`src/rtl/counter_ctrl_pkg.sv`:
```
// Shared types and helpers for the button command controller.
// Holds the FSM state encoding, request bit positions and priority arbitration.
package counter_ctrl_pkg;

  typedef enum logic [2:0] {
    IDLE     = 3'd0,
    DEBOUNCE = 3'd1,
    ISSUE    = 3'd2,
    HOLD     = 3'd3
  } ctrl_state_t;

  localparam int REQ_UP   = 0;
  localparam int REQ_DOWN = 1;
  localparam int REQ_CLR  = 2;

  // Fixed priority: clear beats up, up beats down; result is one-hot or zero.
  function automatic logic [2:0] pick_winner(input logic [2:0] req);
    logic [2:0] win;
    win = 3'b000;
    if (req[REQ_CLR]) begin
      win[REQ_CLR] = 1'b1;
    end else if (req[REQ_UP]) begin
      win[REQ_UP] = 1'b1;
    end else if (req[REQ_DOWN]) begin
      win[REQ_DOWN] = 1'b1;
    end else begin
      win = 3'b000;
    end
    return win;
  endfunction

  function automatic int max3(input int a, input int b, input int c);
    int m;
    m = (a > b) ? a : b;
    return (m > c) ? m : c;
  endfunction

endpackage

```
`src/rtl/counter_ctrl_sync.sv`:
```
// Parameterised two-flop synchroniser for asynchronous button inputs.
// Synchronous active-low reset clears both stages.
module btn_sync #(
  parameter int WIDTH = 1
) (
  input  logic             clk,
  input  logic             reset,
  input  logic [WIDTH-1:0] d,
  output logic [WIDTH-1:0] q
);

  logic [WIDTH-1:0] meta_q;
  logic [WIDTH-1:0] sync_q;

  // Two-stage capture of the raw inputs.
  always_ff @(posedge clk) begin
    if (!reset) begin
      meta_q <= '0;
      sync_q <= '0;
    end else begin
      meta_q <= d;
      sync_q <= meta_q;
    end
  end

  assign q = sync_q;

endmodule

```
`src/rtl/counter_ctrl.sv`:
```
// Button command controller: synchronises, debounces and arbitrates up/down/clear
// presses into single-cycle counter commands. Define AUTO_REPEAT_EN for hold-to-repeat.
module counter_ctrl
  import counter_ctrl_pkg::*;
#(
  parameter int DEBOUNCE_CYCLES = 1_250_000,
  parameter int REPEAT_DELAY    = 50_000_000,
  parameter int REPEAT_PERIOD   = 25_000_000
) (
  input  logic       clk,
  input  logic       reset,
  input  logic [2:0] btn_req,
  output logic       cnt_en,
  output logic       cnt_up,
  output logic       cnt_clr,
  output logic [2:0] grant,
  output logic       busy,
  output logic [2:0] debug_state
);

  localparam int TMAX = max3(DEBOUNCE_CYCLES, REPEAT_DELAY, REPEAT_PERIOD);
  localparam int TW   = $clog2(TMAX + 1);

  localparam logic [TW-1:0] T_ONE   = TW'(1);
  localparam logic [TW-1:0] DB_LOAD = TW'(DEBOUNCE_CYCLES - 1);

`ifdef AUTO_REPEAT_EN
  // Repeat timer is loaded one cycle late (while in ISSUE) so it is offset by two.
  localparam int RPT_DELAY_I  = (REPEAT_DELAY  > 1) ? REPEAT_DELAY  - 2 : 0;
  localparam int RPT_PERIOD_I = (REPEAT_PERIOD > 1) ? REPEAT_PERIOD - 2 : 0;
  localparam logic [TW-1:0] RPT_DELAY_LOAD  = TW'(RPT_DELAY_I);
  localparam logic [TW-1:0] RPT_PERIOD_LOAD = TW'(RPT_PERIOD_I);
`endif

  logic [2:0]  req_sync;
  logic        granted_hi;

  ctrl_state_t state_q,   state_d;
  logic [2:0]  grant_q,   grant_d;
  logic [TW-1:0] timer_q, timer_d;
  logic        cnt_en_q,  cnt_en_d;
  logic        cnt_up_q,  cnt_up_d;
  logic        cnt_clr_q, cnt_clr_d;
  logic        busy_q,    busy_d;
`ifdef AUTO_REPEAT_EN
  logic [TW-1:0] rpt_q,   rpt_d;
`endif

  btn_sync #(
    .WIDTH(3)
  ) u_sync (
    .clk   (clk),
    .reset (reset),
    .d     (btn_req),
    .q     (req_sync)
  );

  assign granted_hi = |(req_sync & grant_q);

  // Next-state, timer and registered-output decode.
  always_comb begin
    state_d = state_q;
    grant_d = grant_q;
    timer_d = timer_q;
`ifdef AUTO_REPEAT_EN
    rpt_d   = rpt_q;
`endif

    case (state_q)
      IDLE: begin
        if (|req_sync) begin
          grant_d = pick_winner(req_sync);
          timer_d = DB_LOAD;
          state_d = DEBOUNCE;
        end else begin
          grant_d = 3'b000;
        end
      end
      DEBOUNCE: begin
        if (!granted_hi) begin
          state_d = IDLE;
          grant_d = 3'b000;
        end else if (timer_q == '0) begin
          state_d = ISSUE;
`ifdef AUTO_REPEAT_EN
          rpt_d   = RPT_DELAY_LOAD;
`endif
        end else begin
          timer_d = timer_q - T_ONE;
        end
      end
      ISSUE: begin
        state_d = HOLD;
        timer_d = DB_LOAD;
      end
      HOLD: begin
`ifdef AUTO_REPEAT_EN
        if (rpt_q != '0) begin
          rpt_d = rpt_q - T_ONE;
        end else begin
          rpt_d = rpt_q;
        end
`endif
        if (granted_hi) begin
          timer_d = DB_LOAD;
`ifdef AUTO_REPEAT_EN
          // Clear never repeats; up/down re-issue once the repeat timer runs out.
          if (!grant_q[REQ_CLR] && (rpt_q == '0)) begin
            state_d = ISSUE;
            rpt_d   = RPT_PERIOD_LOAD;
          end else begin
            state_d = HOLD;
          end
`endif
        end else if (timer_q == '0) begin
          state_d = IDLE;
          grant_d = 3'b000;
        end else begin
          timer_d = timer_q - T_ONE;
        end
      end
      default: begin
        state_d = IDLE;
        grant_d = 3'b000;
        timer_d = '0;
      end
    endcase

    cnt_en_d  = (state_d == ISSUE) && !grant_d[REQ_CLR];
    cnt_clr_d = (state_d == ISSUE) &&  grant_d[REQ_CLR];
    cnt_up_d  = cnt_en_d && grant_d[REQ_UP];
    busy_d    = (state_d != IDLE);
  end

  // State, timers and outputs.
  always_ff @(posedge clk) begin
    if (!reset) begin
      state_q   <= IDLE;
      grant_q   <= 3'b000;
      timer_q   <= '0;
      cnt_en_q  <= 1'b0;
      cnt_up_q  <= 1'b0;
      cnt_clr_q <= 1'b0;
      busy_q    <= 1'b0;
`ifdef AUTO_REPEAT_EN
      rpt_q     <= '0;
`endif
    end else begin
      state_q   <= state_d;
      grant_q   <= grant_d;
      timer_q   <= timer_d;
      cnt_en_q  <= cnt_en_d;
      cnt_up_q  <= cnt_up_d;
      cnt_clr_q <= cnt_clr_d;
      busy_q    <= busy_d;
`ifdef AUTO_REPEAT_EN
      rpt_q     <= rpt_d;
`endif
    end
  end

  assign cnt_en      = cnt_en_q;
  assign cnt_up      = cnt_up_q;
  assign cnt_clr     = cnt_clr_q;
  assign grant       = grant_q;
  assign busy        = busy_q;
  assign debug_state = state_q;

endmodule
```
`config.mk`:
```
export PLATFORM = sky130hd
export DESIGN_NAME = counter_ctrl
export DESIGN_NICKNAME = d
export VERILOG_FILES = /design/src/rtl/counter_ctrl_pkg.sv /design/src/rtl/counter_ctrl_sync.sv /design/src/rtl/counter_ctrl.sv
export SDC_FILE = /design/constraint.sdc
export NUM_CORES = 1
export LEC_CHECK = 0
export ABC_AREA = 1
export ABC_CLOCK_PERIOD_IN_PS = 1500
export CORE_AREA = 2 2 77 79
export DETAILED_ROUTE_END_ITERATION = 6
export DIE_AREA = 0 0 79 81
export SLEW_MARGIN = 20
export SYNTH_ARGS = -nofsm -noshare
export SYNTH_HDL_FRONTEND = slang
export SYNTH_HIERARCHICAL = 1
export SYNTH_SLANG_ARGS = --single-unit
export TNS_END_PERCENT = 5
```
`constraint.sdc`:
```
create_clock -name clk -period 1.5 [get_ports clk]
set_input_delay 0.375 -clock clk [delete_from_list [all_inputs] [get_ports clk]]
set_output_delay 0.375 -clock clk [all_outputs]
set_load 0.1 [all_outputs]
```
==> metrics.md <==
| Metric | Value |
|---|---|
| Critical Path, Cell by Cell | `buf_6 > buf_4 > inv_2 > nand2_1 > nor2_1 > nand2_1 > nor2_2 > nand2_2 > nand2_1 > nand2_1 > nand2_1 > nand2_1 > nand2_1 > a21oi_1` |
| Synth area leader | `dfxtp_1` |
| Sequential Power Share | `31.4%` |
| Largest net degree at the start of global routing | `16` |
| Vias in the first global route | `between 2,000 and 3,000` |
| Crit end category | `register` |
| Reg2Reg Depth | `14` |
| Synth cell count leaders | `nand2_1 (127), inv_1 (57), nor2_1 (56), dfxtp_1 (42), nand3_1 (28)` |
| Post-synth net total | `398` |
| Rows | `28` |
| Post-Synthesis Cells | `slightly below 400` |
| RSZ-0062 raised after global routing | `true` |
| First-iteration detailed-routing DRC count | `201` |
| DR pass1 iterations | `5` |
| Routed wire per std cell | `14.75 um` |
| Arrival time worst endpoint | `1.86 ns` |
| Routed Antenna Nets | `0` |
| Worst-path fanout max | `7` |
| Pwr Density | `934.2 nW/um^2` |
| Clock slew at reported path FFs | `0.09 ns` |
| Via count | `roughly 3,000` |
| Yosys Warn Count | `6` |
| Final HPWL DP | `5952 um` |
| Fin crit share | `110.7%` |
| Met3 Use GR | `5.444%` |
| Sw frac | `36.99%` |
| Final setup skew | `0.006702 ns` |
| CP max-delay cell | `dfxtp_2` |
| Register area | `880.8 sq um` |
| Synth cell types | `27` |
| CTS tree | `done` |
| Clock root buffer | `clkbuf_8` |
| Initial antenna violation count | `0` |
| EDFF count, synth | `0` |
| Failing checks | `setup timing` |
| MaxCap Viol Count | `0` |
| Total Routing Usage GR | `26.95%` |
| Syn avg cell area | `6.141 sq um` |
| Remaining global-route overflow | `0` |
| Final worst slack | `-0.1601 ns` |
| Synth top area share | `approximately a third` |
| Longest Clk Path Bufs | `2` |
| Clock power share | `23.7%` |
| Footprint of the multi-input gates | `roughly 1700 sq um` |
| M2 GR Usage | `47.97%` |
| Core ar. | `between 5000 and 6000 sq um` |
| Die area | `between 6000 and 7000 sq um` |
| Async set or reset register ratio after synthesis | `0%` |
| Maximum vdd drop | `0.6061 mV` |
| Fraction of layout cells with a size suffix above 1 | `46.86%` |
| Clk Latency, worst-skew pair | `0.31 ns` |
| Number of buffers created by CTS | `5` |
| Gr busiest metal | `met2` |
| Area grow syn2layout | `73.42%` |
| RR Endpoint | `timer_q[6]$_SDFFE_PN0P_` |
| PortBufs | `14` |
| Hold Fails Final Rpt | `0` |
| Final Non-Filler Cells | `600` |
| WL final | `8852 um` |
| Hold endpoint | `u_sync/q[0]$_SDFF_PN0_` |
| DR DRC count | `0` |
| # H-tree levels | `2` |
| Hold buffers post-CTS | `0` |
| Finish-stage setup viols | `35` |
| Post-route minimum period | `about 1.7 ns` |
| Crit path kind | `reg -> reg` |
| Place WS | `-0.2622 ns` |
| Cell Area, Synth | `2401 sq um` |
| Hold_sp | `u_sync/meta_q[0]$_SDFF_PN0_` |
| CP max stage delay | `roughly 0.34 ns` |
| ANT cells | `0` |
| Leak | `2.013 nW` |
| Most frequent cell after synthesis | `nand2_1` |
| Cells after DPL | `slightly below 600` |
| Max Freq | `602.4 MHz` |
| GPL Wtd Cong | `0.9273` |
| Internal | `~2.5 mW` |
| Clk sinks | `42` |
| Seq/Total Area, Yosys | `35.02%` |
| Slew Viols, Final | `0` |
| Grt met1 use | `31.59%` |
| Fillcell total | `464` |
| Combinational fraction of design power | `44.8%` |
| Status | `finished with violations` |
| Crit Reg-Reg Startpoint | `timer_q[3]$_SDFFE_PN0P_` |
| Critical path data required time | `around 1.7 ns` |
| DR vias/cell | `roughly 5.1` |
| Global-route wire length before repair | `13,350 um` |
| Die Y | `81 um` |
| WHS Path Cells | `2` |
| I/O pin count | `15` |
| Flops & latches, synth | `42` |
| R2r setup slk | `-0.16 ns` |
| Main synth FF type | `dfxtp_1` |
| PnR Total Power | `3.890 mW` |
| Hold slack | `0.4159 ns` |
| Cell repeated most along the worst path | `nand2_1` |
| Initial Util | `42.31%` |
| Die width | `79 um` |
| P_sw | `1.439 mW` |
| Worst hold path class | `reg -> reg` |
| Top post-synthesis cells by area | `dfxtp_1 (35%), nand2_1 (20%), inv_1 (8.9%), nor2_1 (8.8%), nand3_1 (5.8%)` |
| Worst Setup Start Kind | `register` |
| # nets final | `531` |
state kept, by name (all words and copies together) (netlist names), 3 cells and up:
register / flops
debug_state: 3
grant: 3
timer_q: 26
u_sync/q: 3
u_sync/meta_q: 3
cell type report:
cell class,count,area share [%]
well taps,75,2.254
clock buffers,7,1.833
flip-flops and latches,42,21.15
clock inverters,1,0.7212
inverters,58,5.409
repair buffers,130,27.64
multi-input cells,287,40.99
critical path, delay by kind of cell, from the launching register on:
family                 cells  cell delay (ns)
and+or+nand+nor           10             0.85
DFF                        1             0.34
buffers and inverters      3             0.31
AOI/OAI and AO/OA          1             0.06
layer usage:
layer | wire length, um | share of wire (%)
met5 | 0 | 0
met4 | 205 | 2.3
met3 | 412 | 4.7
met2 | 4542 | 51
met1 | 3692 | 42
per-stage QoR:
step	TNS, ns	cell area (sq um)	utilization (%)
finish	-2.462	4164	73.37
global route	-6.104	4164	73.37
CTS	-1.861	3872	68.23
detailed placement	-5.236	3541	62.39
global placement	-4.755	3541	62.39
floorplan	-1.120	2454	-
cells by family (layout without fill, tap and decap cells):
logic type | count (synthesis) | count (layout) | synth area share (%)
buffers and inverters | 62 | 196 | 10.11
adders and majority gates | 2 | 2 | 1.042
and+or+nand+nor | 242 | 242 | 43.20
xor gates and xnor gates | 3 | 3 | 1.095
other | 1 | 1 | 0.1562
AOI/OAI and AO/OA | 39 | 39 | 9.380
DFF | 42 | 42 | 35.02
repair_timing:
item / in CTS / in global routing
hold endpoints to repair: 0 / 0
resized for setup: 62 / 67
gates cloned: 0 / 1
pin swaps: 14 / 35
setup buffers: 5 / 7
endpoints found under the setup margin: 35 / 35
placed cells by master (no fill, tap or decap), types with 3 or more instances in the layout:
cell type	n
inv_1	48
xor2_1	3
dfxtp_1	24
nor2_4	20
dfxtp_2	11
nor3_2	4
nand2_2	23
buf_4	106
o21ai_1	6
inv_2	8
buf_6	8
clkdlybuf4s50_1	4
nand3_2	6
nor2_1	26
dfxtp_4	7
a21oi_1	20
a21oi_2	4
nand4_1	13
nor2_2	15
nand2_1	101
nor3_1	3
nand3_1	20
nand3_4	3
clkbuf_8	5
buf_12	11
worst max-delay path by stage:
| stage | startpoint | to | slack [ns] | cells after the start |
|---|---|---|---|---|
| floorplan | grant[0]$_SDFF_PN0_ | timer_q[4]$_SDFFE_PN0P_ | -0.06 | 8 |
| global placement | timer_q[16]$_SDFFE_PN0P_ | cnt_up$_SDFF_PN0_ | -0.24 | 9 |
| detailed placement | timer_q[16]$_SDFFE_PN0P_ | cnt_up$_SDFF_PN0_ | -0.26 | 9 |
| CTS | timer_q[1]$_SDFFE_PN0P_ | cnt_clr$_SDFF_PN0_ | -0.10 | 11 |
| global route | timer_q[21]$_SDFFE_PN0P_ | timer_q[0]$_SDFFE_PN0P_ | -0.26 | 10 |
| finish | timer_q[3]$_SDFFE_PN0P_ | timer_q[6]$_SDFFE_PN0P_ | -0.16 | 14 |
power groups by stage:
stage | Combinational (mW) | Sequential (mW) | Clock [mW]
after floorplan | 0.633 | 1.27 | 0
after global placement | 1.29 | 1.23 | 0
after CTS | 1.47 | 1.21 | 0.931
after detailed placement | 1.30 | 1.23 | 0
after global routing | 1.86 | 1.23 | 0.968
final | 1.74 | 1.22 | 0.924
Note: power is estimated with default switching activity, not from simulation.
